===== src/rtl/cla32_rr_arbiter.sv =====
// Round-robin arbiter that shares one 32-bit carry-lookahead adder among
// N_REQ add/subtract requesters. One operation is in flight at a time:
// grant (IDLE) -> add (EXEC) -> present result until accepted (DONE).
`timescale 1ns/1ps

module cla32_rr_arbiter #(
    parameter int N_REQ = 4,
    parameter int ID_W  = $clog2(N_REQ)
) (
    input  logic                  clk,
    input  logic                  rst_n,
    input  logic [N_REQ-1:0]      req_valid,
    output logic [N_REQ-1:0]      req_ready,
    input  logic [32*N_REQ-1:0]   req_a,
    input  logic [32*N_REQ-1:0]   req_b,
    input  logic [N_REQ-1:0]      req_sub,
    output logic                  res_valid,
    input  logic                  res_ready,
    output logic [31:0]           res_sum,
    output logic                  res_cout,
    output logic                  res_ovf,
    output logic [ID_W-1:0]       res_id
);

    typedef enum logic [1:0] {
        ST_IDLE = 2'd0,
        ST_EXEC = 2'd1,
        ST_DONE = 2'd2
    } state_t;

    state_t              state_r;
    state_t              state_nxt_s;

    logic [ID_W-1:0]     ptr_r;
    logic [ID_W-1:0]     win_s;
    logic [N_REQ-1:0]    win_oh_s;
    logic                found_s;
    logic                grant_s;

    logic [31:0]         sel_a_s;
    logic [31:0]         sel_b_s;
    logic                sel_sub_s;

    logic [31:0]         a_r;
    logic [31:0]         b_r;
    logic                sub_r;
    logic [ID_W-1:0]     id_r;

    logic [31:0]         b_eff_s;
    logic [31:0]         add_sum_s;
    logic                add_cout_s;
    logic                add_ovf_s;

    // Round-robin search: first valid requester at or above ptr, wrapping to 0
    always_comb begin
        logic [ID_W:0]   sum_v;
        logic [ID_W:0]   wide_v;
        logic [ID_W-1:0] cand_v;
        logic            hit_v;
        found_s  = 1'b0;
        win_s    = {ID_W{1'b0}};
        win_oh_s = {N_REQ{1'b0}};
        sum_v    = {(ID_W+1){1'b0}};
        wide_v   = {(ID_W+1){1'b0}};
        cand_v   = {ID_W{1'b0}};
        hit_v    = 1'b0;
        for (int off = 0; off < N_REQ; off++) begin
            sum_v  = {1'b0, ptr_r} + (ID_W+1)'(off);
            wide_v = (sum_v >= (ID_W+1)'(N_REQ)) ? (sum_v - (ID_W+1)'(N_REQ)) : sum_v;
            cand_v = wide_v[ID_W-1:0];
            hit_v  = req_valid[cand_v] & ~found_s;
            win_oh_s[cand_v] = win_oh_s[cand_v] | hit_v;
            win_s   = hit_v ? cand_v : win_s;
            found_s = found_s | hit_v;
        end
    end

    assign grant_s = (state_r == ST_IDLE) && found_s;

    // Operand select for the winning requester (AND-OR mux on the one-hot winner)
    always_comb begin
        sel_a_s   = 32'd0;
        sel_b_s   = 32'd0;
        sel_sub_s = 1'b0;
        for (int i = 0; i < N_REQ; i++) begin
            sel_a_s   = sel_a_s | (req_a[32*i +: 32] & {32{win_oh_s[i]}});
            sel_b_s   = sel_b_s | (req_b[32*i +: 32] & {32{win_oh_s[i]}});
            sel_sub_s = sel_sub_s | (req_sub[i] & win_oh_s[i]);
        end
    end

    // FSM state register
    always_ff @(posedge clk or negedge rst_n) begin
        if (!rst_n) begin
            state_r <= ST_IDLE;
        end else begin
            state_r <= state_nxt_s;
        end
    end

    // FSM next-state logic
    always_comb begin
        state_nxt_s = state_r;
        case (state_r)
            ST_IDLE: begin
                if (found_s) state_nxt_s = ST_EXEC;
                else         state_nxt_s = ST_IDLE;
            end
            ST_EXEC: state_nxt_s = ST_DONE;
            ST_DONE: begin
                if (res_ready) state_nxt_s = ST_IDLE;
                else           state_nxt_s = ST_DONE;
            end
            default: state_nxt_s = ST_IDLE;
        endcase
    end

    // FSM outputs: grant is offered only while IDLE
    always_comb begin
        req_ready = {N_REQ{1'b0}};
        case (state_r)
            ST_IDLE: begin
                if (found_s) req_ready = win_oh_s;
                else         req_ready = {N_REQ{1'b0}};
            end
            default: req_ready = {N_REQ{1'b0}};
        endcase
    end

    // Capture granted operands and advance the round-robin pointer past the winner
    always_ff @(posedge clk or negedge rst_n) begin
        if (!rst_n) begin
            a_r   <= 32'd0;
            b_r   <= 32'd0;
            sub_r <= 1'b0;
            id_r  <= {ID_W{1'b0}};
            ptr_r <= {ID_W{1'b0}};
        end else if (grant_s) begin
            a_r   <= sel_a_s;
            b_r   <= sel_b_s;
            sub_r <= sel_sub_s;
            id_r  <= win_s;
            ptr_r <= (win_s == ID_W'(N_REQ-1)) ? {ID_W{1'b0}} : (win_s + ID_W'(1));
        end
    end

    // Subtract is A + ~B + 1; overflow judged on the post-inversion operand
    assign b_eff_s   = sub_r ? ~b_r : b_r;
    assign add_ovf_s = (a_r[31] == b_eff_s[31]) & (add_sum_s[31] != a_r[31]);

    CLA_32bit u_adder (
        .a    (a_r),
        .b    (b_eff_s),
        .cin  (sub_r),
        .sum  (add_sum_s),
        .cout (add_cout_s)
    );

    // Result register: load at the end of EXEC, hold through DONE until accepted
    always_ff @(posedge clk or negedge rst_n) begin
        if (!rst_n) begin
            res_valid <= 1'b0;
            res_sum   <= 32'd0;
            res_cout  <= 1'b0;
            res_ovf   <= 1'b0;
            res_id    <= {ID_W{1'b0}};
        end else begin
            case (state_r)
                ST_EXEC: begin
                    res_valid <= 1'b1;
                    res_sum   <= add_sum_s;
                    res_cout  <= add_cout_s;
                    res_ovf   <= add_ovf_s;
                    res_id    <= id_r;
                end
                ST_DONE: begin
                    if (res_ready) res_valid <= 1'b0;
                end
                default: res_valid <= res_valid;
            endcase
        end
    end

endmodule

// 32-bit carry-lookahead adder: 4-bit groups with in-group lookahead terms
// and a group-level generate/propagate carry chain. Group P/G stay internal.
module CLA_32bit (
    input  logic [31:0] a,
    input  logic [31:0] b,
    input  logic        cin,
    output logic [31:0] sum,
    output logic        cout
);

    logic [31:0] g_s;
    logic [31:0] p_s;

    assign g_s = a & b;
    assign p_s = a ^ b;

    // Per-group sums from the incoming group carry; group carry via group G/P
    always_comb begin
        logic gc_v;
        logic bg_v;
        logic bp_v;
        logic c_v;
        sum  = 32'd0;
        gc_v = cin;
        bg_v = 1'b0;
        bp_v = 1'b0;
        c_v  = 1'b0;
        for (int k = 0; k < 8; k++) begin
            bg_v = g_s[4*k+3]
                 | (p_s[4*k+3] & g_s[4*k+2])
                 | (p_s[4*k+3] & p_s[4*k+2] & g_s[4*k+1])
                 | (p_s[4*k+3] & p_s[4*k+2] & p_s[4*k+1] & g_s[4*k]);
            bp_v = &p_s[4*k +: 4];
            c_v  = gc_v;
            for (int j = 0; j < 4; j++) begin
                sum[4*k+j] = p_s[4*k+j] ^ c_v;
                c_v        = g_s[4*k+j] | (p_s[4*k+j] & c_v);
            end
            gc_v = bg_v | (bp_v & gc_v);
        end
        cout = gc_v;
    end

endmodule


===== config.mk =====
export PLATFORM = sky130hd
export DESIGN_NAME = cla32_rr_arbiter
export DESIGN_NICKNAME = d
export VERILOG_FILES = /design/src/rtl/cla32_rr_arbiter.sv
export SDC_FILE = /design/constraint.sdc
export NUM_CORES = 1
export LEC_CHECK = 0
export CAP_MARGIN = 20
export CORE_ASPECT_RATIO = 0.5
export CORE_MARGIN = 2
export CORE_UTILIZATION = 40
export CTS_BUF_LIST = sky130_fd_sc_hd__clkbuf_16
export DETAILED_ROUTE_END_ITERATION = 12
export HOLD_SLACK_MARGIN = 0.02
export MAX_ROUTING_LAYER = met4
export PLACE_DENSITY = 0.8
export SYNTH_ARGS = -nofsm -noshare
export SYNTH_HDL_FRONTEND = slang
export SYNTH_SLANG_ARGS = --single-unit

===== constraint.sdc =====
create_clock -name clk -period 10.9 [get_ports clk]
set_input_delay 1.09 -clock clk [delete_from_list [all_inputs] [get_ports clk]]
set_output_delay 1.09 -clock clk [all_outputs]
set_load 0.01 [all_outputs]

==> results.yml <==
outcome:
  outcome: "complete, no violations"
yosys:
  synth_edf_count: 0
  synth_commonest_cells: "inv_1 (183), nand2_1 (113), dfrtp_1 (108), o21ai_1 (106), nand3_1 (72)"
  netlist_area_um2: 10400
  yosysSeqAreaShare_pct: 25.9
  synth_ff_type: "dfrtp_1"
  yosysUniqueCellTypes: 54
  synth_nets: 1566
  yosys_register_bits: 108
  synthArstFlopShare_pct: 100
  yosys_warnings: 0
  ys_top_cells_by_area: "dfrtp_1 (26%), o2111a_1 (7.0%), inv_1 (6.6%), a221oi_2 (5.8%), a32oi_1 (5.5%)"
  synth_most_common_cell: "inv_1"
  netlist.area_leader.share_pct: 25.9
  synth_cells: 1240
  yosysTopAreaCell: "dfrtp_1"
  syn_avg_cell_area_um2: 8.40
clock_network:
  cts_resized: 0
  post_cts.repair.setup_buffers: 0
  cts_buffers: 9
  clk_pin_slew_ps: 70
  insertion_delay_ps: 370
  clock-sinks: 108
  htreeDepth: 3
  holdBufCountCts: 0
  cts-root-buf: "clkbuf_16"
  clk_path_buf_depth: 2
  cts_tree: "done"
die:
  dieArea_um2: 27400
  std_cell_rows: 41
  floorplan.initialDensity_pct: 41.0
  core_area_um2: 25400
  die_h_um: 118
  die_x_um: 232
  ios: 308
routing:
  route.vias.total: 11400
  viasPerCell: 6.26
  wl_um: 41700
  wl_per_cell_um: 22.9
  dr.pass1.iters: 5
  first_iter_violations: 1381
  drc: 0
  drtAntennaViolNets: 0
timing:
  finalSetupViolCount: 0
  timing.fmax_mhz: 165
  rsz0062_at_grt: "no"
  maxSlewViolCount: 0
  skew_ps: 7.65
  period_share_pct: 55.5
  slew_headroom_pct: 23.5
  setup-tns-final_ps: 0
  finalHoldViolCount: 0
  fin_crit_ps: 6050
  worst_slew_pin_slew_ps: 1150
grt:
  grt_first_pass_wirelength_um: 64000
  track_usage_pct: 30.7
  grt_max_degree: 81
  antenna_found_initial: 2
  first_global_vias: 11200
  grt.overflow.total: 0
power_and_ir_drop:
  power.density_nw_per_um2: 405
  irDropWorstVdd_v: 0.000433
  total_power_w: 0.00561
  power.leakage_nw: 5.72
placed_design:
  hpwlAfterDp_um: 30400
  portBuffers: 307
  gp_congestion: 0.942
cells_and_area:
  fill_cells: 2283
  drive_above_1_share_pct: 7.00
  nets: 1792
  area_growth_pct: 33.0
setup_path:
  crit_chain: "inv_1 -> ha_2 -> buf_4 -> inv_1 -> nor3b_1 -> a211oi_2 -> o211ai_1 -> nand2_1 -> a211oi_1 -> a21oi_1 -> nor2_1 -> clkdlybuf4s50_1"
  cpPeakStageDelay_ps: 770
  r2r_cells: 13
  critPathCaptureType: "output pin"
  cp_max_fo: 77
  cp_data_arrival_time_ps: 4960
  cp_common_cell: "inv_1"
  path_class: "flop to output pin"
  cp.required_ps: 9810
  r2r_slack_ps: 5160
  crit_path_top_delay_cell: "buf_4"
  startpoint_type: "flop"
  r2r_start: "ptr_r[1]$_DFFE_PN0P_"
  r2r_end: "b_r[0]$_DFFE_PN0P_"
min_path:
  min_from: "res_sum[27]$_DFFE_PN0P_"
  hold_depth: 2
  min_to: "res_sum[27]$_DFFE_PN0P_"
  min_path_type: "flop to flop"
job:
  drv_cap: 0
routing by layer:
layer  vias up  routed length (um)  share of wire [%]  track usage (%)
met4         0                1390                3.3             9.98
met3       101                2820                6.8             4.73
met5         -                   0                  0                -
met1      5649               17900                 43             40.3
li1       5053                   -                  -                -
met2       569               19600                 47             48.6
critical path: cells and delay by family (launching register included):
family | cells | cell delay, ps
AOI/OAI and AO/OA | 4 | 1190
adders and majority gates | 1 | 230
buffers and inverters | 4 | 1880
DFF | 1 | 520
and+or+nand+nor | 3 | 730
flip-flops by register name, summed over array words and instances (netlist names), named ones only:
register,count
a_r,32
b_r,32
id_r,2
ptr_r,1
res_cout,1
res_id,2
res_ovf,1
res_sum,32
res_valid,1
state_r,2
sub_r,1
worst max-delay path by stage:
| stage | startpoint | end | cells after the start |
|---|---|---|---|
| after global routing | flop | req_ready[2] | 13 |
| final | ptr_r[1]$_DFFE_PN0P_ | req_ready[0] | 12 |
| after floorplan | flop | req_ready[0] | 14 |
| after CTS | ptr_r[1]$_DFFE_PN0P_ | req_ready[0] | 12 |
| after global placement | req_valid[1] | req_ready[0] | 10 |
| after detailed placement | req_valid[1] | b_r[1]$_DFFE_PN0P_ | 11 |
stage by stage:
step                setup WS [ps]  cell area (um2)  instances  hold slack, ps  util, %
floorplan                    6300            10400       1240             442        -
global placement             5290            13500       1798             463     53.3
detailed placement           5190            13600       1799             470     53.4
CTS                          4950            13900       1815             487     54.5
global route                 4650            13900       1817             524     54.6
finish                       4850            13900       1817             482     54.6
power by group:
part	switching (W)	total [W]	internal (W)
sequential	0.000217	0.000841	0.000624
combinational	0.00269	0.00442	0.00173
clock	0.000165	0.000345	0.000180
cell type report:
cell class	count	area, um2	share of cell area, %
repair buffers	323	3190	23.1
multi-input cells	841	6540	47.2
well taps	344	430	3.11
diodes	2	5.00	0.0361
inverters	183	687	4.96
flip-flops and latches	108	2700	19.5
clock inverters	7	73.8	0.533
clock buffers	9	225	1.63
cell families after synthesis:
group | synth area share, %
AO/OA/AOI/OAI | 37.9
adder cells (fa/ha/maj) | 8.74
flip-flops | 25.9
XOR/XNOR | 3.61
buffers and inverters | 11.9
AND/OR/NAND/NOR | 9.91
multiplexers | 2.07
placed cells by master (no fill, tap or decap), types with 3 or more instances in the layout:
cell             synthesis  layout
clkdlybuf4s50_1          0     306
inv_1                  183     183
nand2_1                113     113
dfrtp_1                108     107
o21ai_1                106     106
nand3_1                 72      72
a22oi_1                 66      66
o21ai_0                 65      65
a32oi_1                 65      65
o2111a_1                65      65
a221oi_2                40      40
xor2_1                  38      38
ha_1                    36      34
a221oi_1                25      25
fa_1                    23      23
nor2_1                  20      20
a21oi_1                 19      19
buf_4                    8      16
a21o_1                  10      10
clkbuf_16                0       9
mux2_2                   6       6
mux4_2                   5       5
a211oi_1                 5       5
xnor2_1                  5       5
nor2b_1                  4       4
a211oi_2                 4       4
a31oi_1                  4       4
nand2b_1                 5       4
o211ai_1                 4       4
nand4_1                  4       4
and2_1                   3       3
o31ai_1                  3       3
nor3_2                   0       3
(Power assumes the default switching activity.)
